`src/rtl/sfx_scheduler_if.sv`:
```
// sfx_scheduler_if: request pulses in, tone ROM address and status out
interface sfx_scheduler_if;
  logic [3:0] sfx_req;
  logic [4:0] audio_addr;
  logic       tone_en;
  logic       busy;
  logic [1:0] active_id;
  logic [3:0] pending;
  modport master (output sfx_req, input audio_addr, tone_en, busy, active_id, pending);
  modport slave  (input sfx_req, output audio_addr, tone_en, busy, active_id, pending);
endinterface

```
`src/rtl/sfx_scheduler.sv`:
```
// sfx_scheduler: fixed-priority sound-effect sequencer producing the tone ROM address stream
module sfx_scheduler #(
  parameter int unsigned TICK_DIV = 500000
) (
  input logic            clk50mhz,
  input logic            reset_button,
  sfx_scheduler_if.slave bus
);
  localparam logic [11:0] HP_C = 12'hBAA, HP_D = 12'hA64, HP_E = 12'h941, HP_G = 12'h7C9;
  typedef enum logic {IDLE, PLAY} state_t;
  state_t      state;
  logic [3:0]  pending;
  logic [1:0]  active_id, note_idx, last_idx, top_id;
  logic [19:0] tick_cnt;
  logic [5:0]  dur_cnt, dur;
  logic [12:0] phase_cnt;
  logic [4:0]  audio_addr;
  logic        tone_en, start, phase_wrap, tick_wrap, note_end;
  logic [11:0] hp;
  always_comb begin
    {hp, dur} = {HP_G, 6'd5};
    case ({active_id, note_idx})
      4'b01_00: {hp, dur} = {HP_C, 6'd3};
      4'b10_00: {hp, dur} = {HP_E, 6'd4};
      4'b10_01: {hp, dur} = {HP_G, 6'd4};
      4'b11_00: {hp, dur} = {HP_G, 6'd20};
      4'b11_01: {hp, dur} = {HP_E, 6'd20};
      4'b11_10: {hp, dur} = {HP_D, 6'd20};
      4'b11_11: {hp, dur} = {HP_C, 6'd40};
      default:  {hp, dur} = {HP_G, 6'd5};
    endcase
  end
  assign last_idx   = active_id == 2'd3 ? 2'd3 : active_id == 2'd2 ? 2'd1 : 2'd0;
  assign top_id     = pending[3] ? 2'd3 : pending[2] ? 2'd2 : pending[1] ? 2'd1 : 2'd0;
  // in PLAY only a strictly higher id may cut in; equal or lower ids wait
  assign start      = state == IDLE ? |pending : top_id > active_id;
  assign phase_wrap = phase_cnt == {hp, 1'b0} - 13'd1;
  assign tick_wrap  = tick_cnt == 20'(TICK_DIV - 1);
  assign note_end   = tick_wrap && dur_cnt == dur - 6'd1;
  always_ff @(posedge clk50mhz or posedge reset_button) begin
    if (reset_button) begin
      state      <= IDLE;
      pending    <= '0;
      active_id  <= '0;
      note_idx   <= '0;
      tick_cnt   <= '0;
      dur_cnt    <= '0;
      phase_cnt  <= '0;
      audio_addr <= '0;
      tone_en    <= 1'b0;
    end else begin
      pending <= (pending & ~(start ? 4'b1 << top_id : 4'b0)) | bus.sfx_req;
      if (start) begin
        state      <= PLAY;
        active_id  <= top_id;
        note_idx   <= '0;
        tick_cnt   <= '0;
        dur_cnt    <= '0;
        phase_cnt  <= '0;
        audio_addr <= '0;
        tone_en    <= 1'b1;
      end else if (state == PLAY) begin
        phase_cnt  <= phase_wrap ? 13'd0 : phase_cnt + 13'd1;
        audio_addr <= audio_addr + 5'(phase_wrap);
        tick_cnt   <= tick_wrap ? 20'd0 : tick_cnt + 20'd1;
        dur_cnt    <= dur_cnt + 6'(tick_wrap);
        // address keeps running across notes so the waveform stays phase-continuous
        if (note_end) begin
          tick_cnt  <= '0;
          dur_cnt   <= '0;
          phase_cnt <= '0;
          if (note_idx == last_idx) begin
            state      <= IDLE;
            tone_en    <= 1'b0;
            audio_addr <= '0;
          end else begin
            note_idx <= note_idx + 2'd1;
          end
        end
      end
    end
  end
  assign bus.audio_addr = audio_addr;
  assign bus.tone_en    = tone_en;
  assign bus.busy       = tone_en;
  assign bus.active_id  = active_id;
  assign bus.pending    = pending;
endmodule

```
`src/flat_wrapper.sv`:
```
// flat-port wrapper written by rule: the top's interface ports become plain ports
module sfx_scheduler_flat 
#(
  parameter int unsigned TICK_DIV = 500000
)
  (clk50mhz, reset_button, bus_sfx_req, bus_audio_addr, bus_tone_en, bus_busy, bus_active_id, bus_pending);
  sfx_scheduler_if bus_i ();
  input logic clk50mhz;
  input logic reset_button;
  input wire logic [$bits(bus_i.sfx_req)-1:0] bus_sfx_req;
  output wire logic [$bits(bus_i.audio_addr)-1:0] bus_audio_addr;
  output wire logic [$bits(bus_i.tone_en)-1:0] bus_tone_en;
  output wire logic [$bits(bus_i.busy)-1:0] bus_busy;
  output wire logic [$bits(bus_i.active_id)-1:0] bus_active_id;
  output wire logic [$bits(bus_i.pending)-1:0] bus_pending;
  assign bus_i.sfx_req = bus_sfx_req;
  assign bus_audio_addr = bus_i.audio_addr;
  assign bus_tone_en = bus_i.tone_en;
  assign bus_busy = bus_i.busy;
  assign bus_active_id = bus_i.active_id;
  assign bus_pending = bus_i.pending;
  sfx_scheduler #(.TICK_DIV(TICK_DIV)) u_core (.clk50mhz(clk50mhz), .reset_button(reset_button), .bus(bus_i));
endmodule
```
`config.mk`:
```
export PLATFORM = sky130hd
export DESIGN_NAME = sfx_scheduler_flat
export DESIGN_NICKNAME = d
export VERILOG_FILES = /design/src/rtl/sfx_scheduler_if.sv /design/src/rtl/sfx_scheduler.sv /design/src/flat_wrapper.sv
export SDC_FILE = /design/constraint.sdc
export NUM_CORES = 1
export LEC_CHECK = 0
export CAP_MARGIN = 20
export CORE_ASPECT_RATIO = 0.9
export CORE_UTILIZATION = 40
export DETAILED_ROUTE_END_ITERATION = 12
export PLACE_DENSITY = 0.62
export SYNTH_ARGS = -nofsm -noshare
export SYNTH_HDL_FRONTEND = slang
export SYNTH_SLANG_ARGS = --single-unit
```
`constraint.sdc`:
```
create_clock -name clk50mhz -period 8.5 [get_ports clk50mhz]
set_input_delay 0.85 -clock clk50mhz [delete_from_list [all_inputs] [get_ports clk50mhz]]
set_output_delay 0.85 -clock clk50mhz [all_outputs]
set_load 0.05 [all_outputs]
```
# == Yosys cells after proc, flatten, opt, wreduce, memory -nomap -nowiden ==
# Cells that the tools add are included.
# op_classes
bitwise_logic,3
n_shift,1
magnitude_cmp,1
reduce_logical,11
n_mux,36
addsub,7
eq_ne,14
# op_table
op,n
20-bit 2-to-1 mux,4
13-bit 2-to-1 mux,4
12-bit case mux with 3 select lines,1
4-bit == test (second input constant),6
6-bit case mux with 4 select lines,1
20-bit by 1-bit adder with 20-bit output (second input constant),1
20-bit by 19-bit == test with 1-bit output (second input constant),1
5-bit 2-to-1 mux,4
6-bit 2-to-1 mux,3
2-bit 2-to-1 mux,7
13-bit by 1-bit adder with 13-bit output (second input constant),1
13-bit == test,1
13-bit by 1-bit subtractor with 13-bit output (second input constant),1
1-bit 2-to-1 mux,11
6-bit by 1-bit adder with 6-bit output,1
6-bit == test,1
3-bit AND reduction,2
2-bit nonzero test,3
2-bit OR reduction,3
6-bit by 1-bit subtractor with 6-bit output (second input constant),1
5-bit by 1-bit adder with 5-bit output,1
4-bit AND,1
2-bit == test (second input constant),2
4-bit by 3-bit == test with 1-bit output (second input constant),1
11 further kinds,11
# word_totals
reg_bits,54
word_cells,82
inputBits,6

# == Depth between registers and ports, before layout ==
# logic_depth
word_depth,10
ltp_mapped,15
mapped_depth_nobuf,15

# == Worst setup path before layout ==
# OpenSTA, ideal clock, no wires.
# synth_path
path_type,reg-to-reg
from,reg u_core.active_id[1] (netlist: u_core.bus.active_id[1])
to,reg u_core.audio_addr[4] (netlist: u_core.bus.audio_addr[4])
setup_slack_ns,5.283
arrival_time_ns,3.096
stages_incl_launch_ff,15
period_less_slack_ns,3.217
path_cell_list,dfrtp_1 -> buf_6 -> nor2_1 -> a2111oi_4 -> ha_1 -> xnor2_1 -> xnor2_1 -> o2111a_1 -> o211ai_1 -> nor4_1 -> ha_1 -> ha_1 -> nand3_1 -> xnor2_1 -> a22o_1
# synth_via
elab_chain_cells,10
elab_cells_between_ends,31
classes_between,add/sub (3); order compare (1); eq/ne (12); mux (9); reduce/logical (6)
# synth_rtl
item,line_no,source
from (decl),sfx_scheduler.sv:13,"logic [1:0] active_id, note_idx, last_idx, top_id;"
from (signal assigned),sfx_scheduler.sv:55,active_id <= top_id;
4-bit by 3-bit == test with 1-bit output / 4-bit == test (equally long branches),sfx_scheduler.sv:22,"case ({active_id, note_idx})"
2-bit OR reduction (no source line),n/a,
12-bit case mux with 3 select lines,sfx_scheduler.sv:22,
13-bit by 1-bit subtractor with 13-bit output,sfx_scheduler.sv:37,"assign phase_wrap = phase_cnt == {hp, 1'b0} - 13'd1;"
13-bit == test,sfx_scheduler.sv:37,
5-bit by 1-bit adder with 5-bit output,sfx_scheduler.sv:64,audio_addr <= audio_addr + 5'(phase_wrap);
5-bit 2-to-1 mux,sfx_scheduler.sv:72,if (note_idx == last_idx) begin
5-bit 2-to-1 mux,sfx_scheduler.sv:68,if (note_end) begin
5-bit 2-to-1 mux,sfx_scheduler.sv:62,end else if (state == PLAY) begin
5-bit 2-to-1 mux,sfx_scheduler.sv:53,if (start) begin
to (signal assigned),sfx_scheduler.sv:64,
to (decl),sfx_scheduler.sv:17,logic [4:0] audio_addr;
# Several ways; a longest one is shown, not always the timed one. The select of a mux whose other input is x is not followed.
# A chain may end at the register's enable or synchronous reset.

# == Final worst setup path ==
# layout_path
from,reg u_core.note_idx[0]
to,reg u_core.audio_addr[4] (netlist: u_core.bus.audio_addr[4])
# layout_via
elab_chain_cells,10
elab_cells_between_ends,24
classes_between,add/sub (3); eq/ne (10); mux (6); reduce/logical (5)
# layout_rtl
item,line_no,source
from (decl),sfx_scheduler.sv:13,
from (signal assigned),sfx_scheduler.sv:77,note_idx <= note_idx + 2'd1;
4-bit by 3-bit == test with 1-bit output / 4-bit == test (equally long branches),sfx_scheduler.sv:22,
2-bit OR reduction (no source line),n/a,
12-bit case mux with 3 select lines,sfx_scheduler.sv:22,
13-bit by 1-bit subtractor with 13-bit output,sfx_scheduler.sv:37,
13-bit == test,sfx_scheduler.sv:37,
5-bit by 1-bit adder with 5-bit output,sfx_scheduler.sv:64,
5-bit 2-to-1 mux,sfx_scheduler.sv:72,
5-bit 2-to-1 mux *,sfx_scheduler.sv:68,
5-bit 2-to-1 mux *,sfx_scheduler.sv:62,
5-bit 2-to-1 mux *,sfx_scheduler.sv:53,
# Every way passes the cells marked *; elsewhere a longest branch is shown, timed or not. The select of a mux whose other input is x is not followed.

==> metrics.md <==
| Metric | Value |
|---|---|
| Status | finished, final reports clean |
| Post-Place Cells | 471 |
| Drt first pass iters | 4 |
| Top Ports | 19 |
| EDFF count, synth | 0 |
| Largest stage delay, worst path | 0.46 ns |
| Total core area | 8150 um^2 |
| Compound-Gate Fraction of Synth Area | 0.200 |
| Net count after synthesis | 387 |
| All-layer global routing usage | 0.177 |
| Post-synthesis mux area share | 0.00295 |
| Cell Count, Final, Fillers Out | 479 |
| Via count | 2702 |
| Ys async rst share | 1.00 |
| CP cell instances | inv_1 > ha_1 > nor3b_2 > a2111oi_4 > ha_1 > xnor2_1 > xnor2_1 > o2111a_1 > o211ai_1 > nor4_1 > ha_1 > ha_1 > nand3_1 > xnor2_1 > a22o_1 |
| First-pass GRT wire length | 12.6 mm |
| Crit end category | flop |
| Syn avg cell area | 9.22 um^2 |
| Post-route setup slack | 4.82 ns |
| Synth Area in Adders | 0.0479 |
| Area of the multi-input gates | 1930 um^2 |
| Worst slew pin tran | 0.745 ns |
| Initial DRC Count | 111 |
| Final hold vios | 0 |
| CTS clk-pin slew, worst paths | 0.10 ns |
| Fmax | 0.272 GHz |
| I/O Buffers | 18 |
| CP required | 8.71 ns |
| Tcrit/Tclk final | 0.433 |
| N_diodes | 0 |
| Row count | 31 |
| Fraction of layout cells with a size suffix above 1 | 0.0763 |
| Die Ht | 89.4 um |
| Setup TNS | 0 ns |
| CTS Hold Bufs | 0 |
| Initial core utilization | 0.417 |
| Final RePlAce weighted congestion | 0.804 |
| Post-DRT Antenna Nets | 0 |
| WHS | 0.496 ns |
| DIE AREA | 8860 um^2 |
| Most area-consuming cells after synthesis | dfrtp_1 (40%), ha_1 (4.8%), nand2_1 (4.8%), o21ai_0 (4.4%), xnor2_1 (3.6%) |
| Number of max-cap violations | 0 |
| Max Slew Vio Count | 0 |
| Relative slew slack | 0.504 |
| CTS Buf Count | 5 |
| Setup violators final | 0 |
| CP delay by family, top | adder cells |
| XOR/XNOR Fraction of Synth Area | 0.0645 |
| Post-synth top area share | 0.398 |
| WS Path Type | reg2reg |
| CTS Sinks | 54 |
| Critical path arrival | 3.89 ns |
| Cell variety after synth | 60 |
| Worst Path Buf+Inv | 1 |
| DR WL/cell | 15.0 um |
| Die Span X | 99.1 um |
| Total power | 0.00105 W |
| Synth area leader | dfrtp_1 |
| Crit-path max FO | 7 |
| Routed wire length | 7.21 mm |
| Post-CTS setup buffers | 0 |
| Vias per cell | 5.64 |
| #FFs+latches synth | 54 |
| Pre-CTS setup slack | 4.82 ns |
| Pleak | 1.57 nW |
| Seq/Total Area, Yosys | 0.398 |
| # fillers | 770 |
| Cts repair resizes | 0 |
| Initial antenna violation count | 0 |
| Post-Synthesis Cells | 368 |
| Area delta synth->final | 10.1% |
| RSZ-0062 raised after global routing | no |
| CTS max path bufs | 2 |
| GR Overflow Total | 0 |
| Post-Synth Simple-Gate Area | 0.250 |
| Reg area | 1350 um^2 |
| HPWL Detailed | 4.93 mm |
| Most used DFF post-synth | dfrtp_1 |
| Critical Path Source Type | flop |
| Slowest-stage cell, CP | dfrtp_1 |
| Final Skew | 0.0102 ns |
| Final min period | 3.68 ns |
| Ys Warns | 0 |
| Worst skew pair latency | 0.30 ns |
| Largest family of logic cells by synthesized area | simple AND/OR/NAND/NOR gates |
| Drc violations | 0 |
| Via count of the first global-routing pass | 2639 |
| Synthesized area | 3390 um^2 |
| CTS tree | yes |
| P per Cell Area | 282 nW/um^2 |
| HP Class | reg2reg |
| Final #Nets | 398 |
| VDD IR max | 159 uV |
| CP most frequent cell | ha_1 |
| Clock root buffer | clkbuf_8 |
| Largest net degree at the start of global routing | 55 |
| H-Tree Depth | 2 |
==> flip-flops by register name, summed over array words and instances, names as in the netlist <==
name / cells
u_core.bus.audio_addr: 5
u_core.phase_cnt: 13
u_core.state: 1
u_core.tick_cnt: 20
u_core.bus.pending: 4
u_core.bus.busy: 1
u_core.note_idx: 2
u_core.dur_cnt: 6
u_core.bus.active_id: 2
==> cell usage in the layout (no fill, tap or decap), drive strengths merged, types with 13 or more instances in the layout <==
cell	instances
and3	13
clkdlybuf4s50	18
dfrtp	54
ha	13
nand2	44
nand3	18
nor2	31
o21ai	33
xnor2	14
==> final timing paths <==
check / start / to / slack [ns] / cells past startpoint
worst max-delay path: u_core.note_idx[0] / u_core.bus.audio_addr[4] / 4.82 / 15
worst min-delay path: u_core.tick_cnt[19] / u_core.tick_cnt[19] / 0.50 / 1
worst max register to register: u_core.note_idx[0] / u_core.bus.audio_addr[4] / 4.82 / 15
worst min register to register: u_core.tick_cnt[19] / u_core.tick_cnt[19] / 0.50 / 1
max in group asynchronous: reset_button / u_core.tick_cnt[14] / 6.99 / 3
min in group asynchronous: reset_button / u_core.phase_cnt[7] / 1.04 / 3
==> logic make-up (layout without fill, tap and decap cells) <==
kind of cell | after synthesis | count (layout)
xor gates and xnor gates | 25 | 25
and+or+nand+nor | 157 | 157
adders and majority gates | 13 | 13
buffers and inverters | 24 | 36
DFF | 54 | 54
muxes | 1 | 1
AOI/OAI and AO/OA | 94 | 94
==> stage by stage <==
stage / instance area (um^2) / util
finish: 3740 / 0.459
global route: 3740 / 0.459
CTS: 3740 / 0.459
detailed placement: 3630 / 0.445
global placement: 3630 / 0.445
floorplan: 3390 / -
==> layout make-up <==
cell class,count,area share
clock buffers,8,0.0295
inverters,8,0.00803
repair buffers,20,0.0522
multi-input cells,290,0.516
flip-flops and latches,54,0.362
well taps,99,0.0331
==> metal layers <==
layer  vias to the layer above  GRT usage  share of wire
met5                         -          0              0
met4                         0     0.0388         0.0056
met3                         4     0.0281          0.020
met2                        38      0.300           0.45
met1                      1305      0.241           0.52
li1                       1355          -              -
==> report_power, final <==
part	total, W	internal (W)	leakage (nW)	switching (W)
registers	0.000337	0.000283	0.712	0.0000535
logic	0.000549	0.000197	0.795	0.000352
clock network	0.000167	0.0000825	0.0575	0.0000845
total	0.00105	0.000563	1.57	0.000490
==> cells in the mapped netlist (7+ instances only) <==
cell	n
a22o_1	10
xor2_1	11
a21oi_1	10
dfrtp_1	54
nand3_1	18
nor2_1	31
nand2_1	43
and3_1	12
nor3_1	7
inv_1	8
ha_1	13
xnor2_1	14
o21ai_0	30
Power figures use the tool's default switching activity.
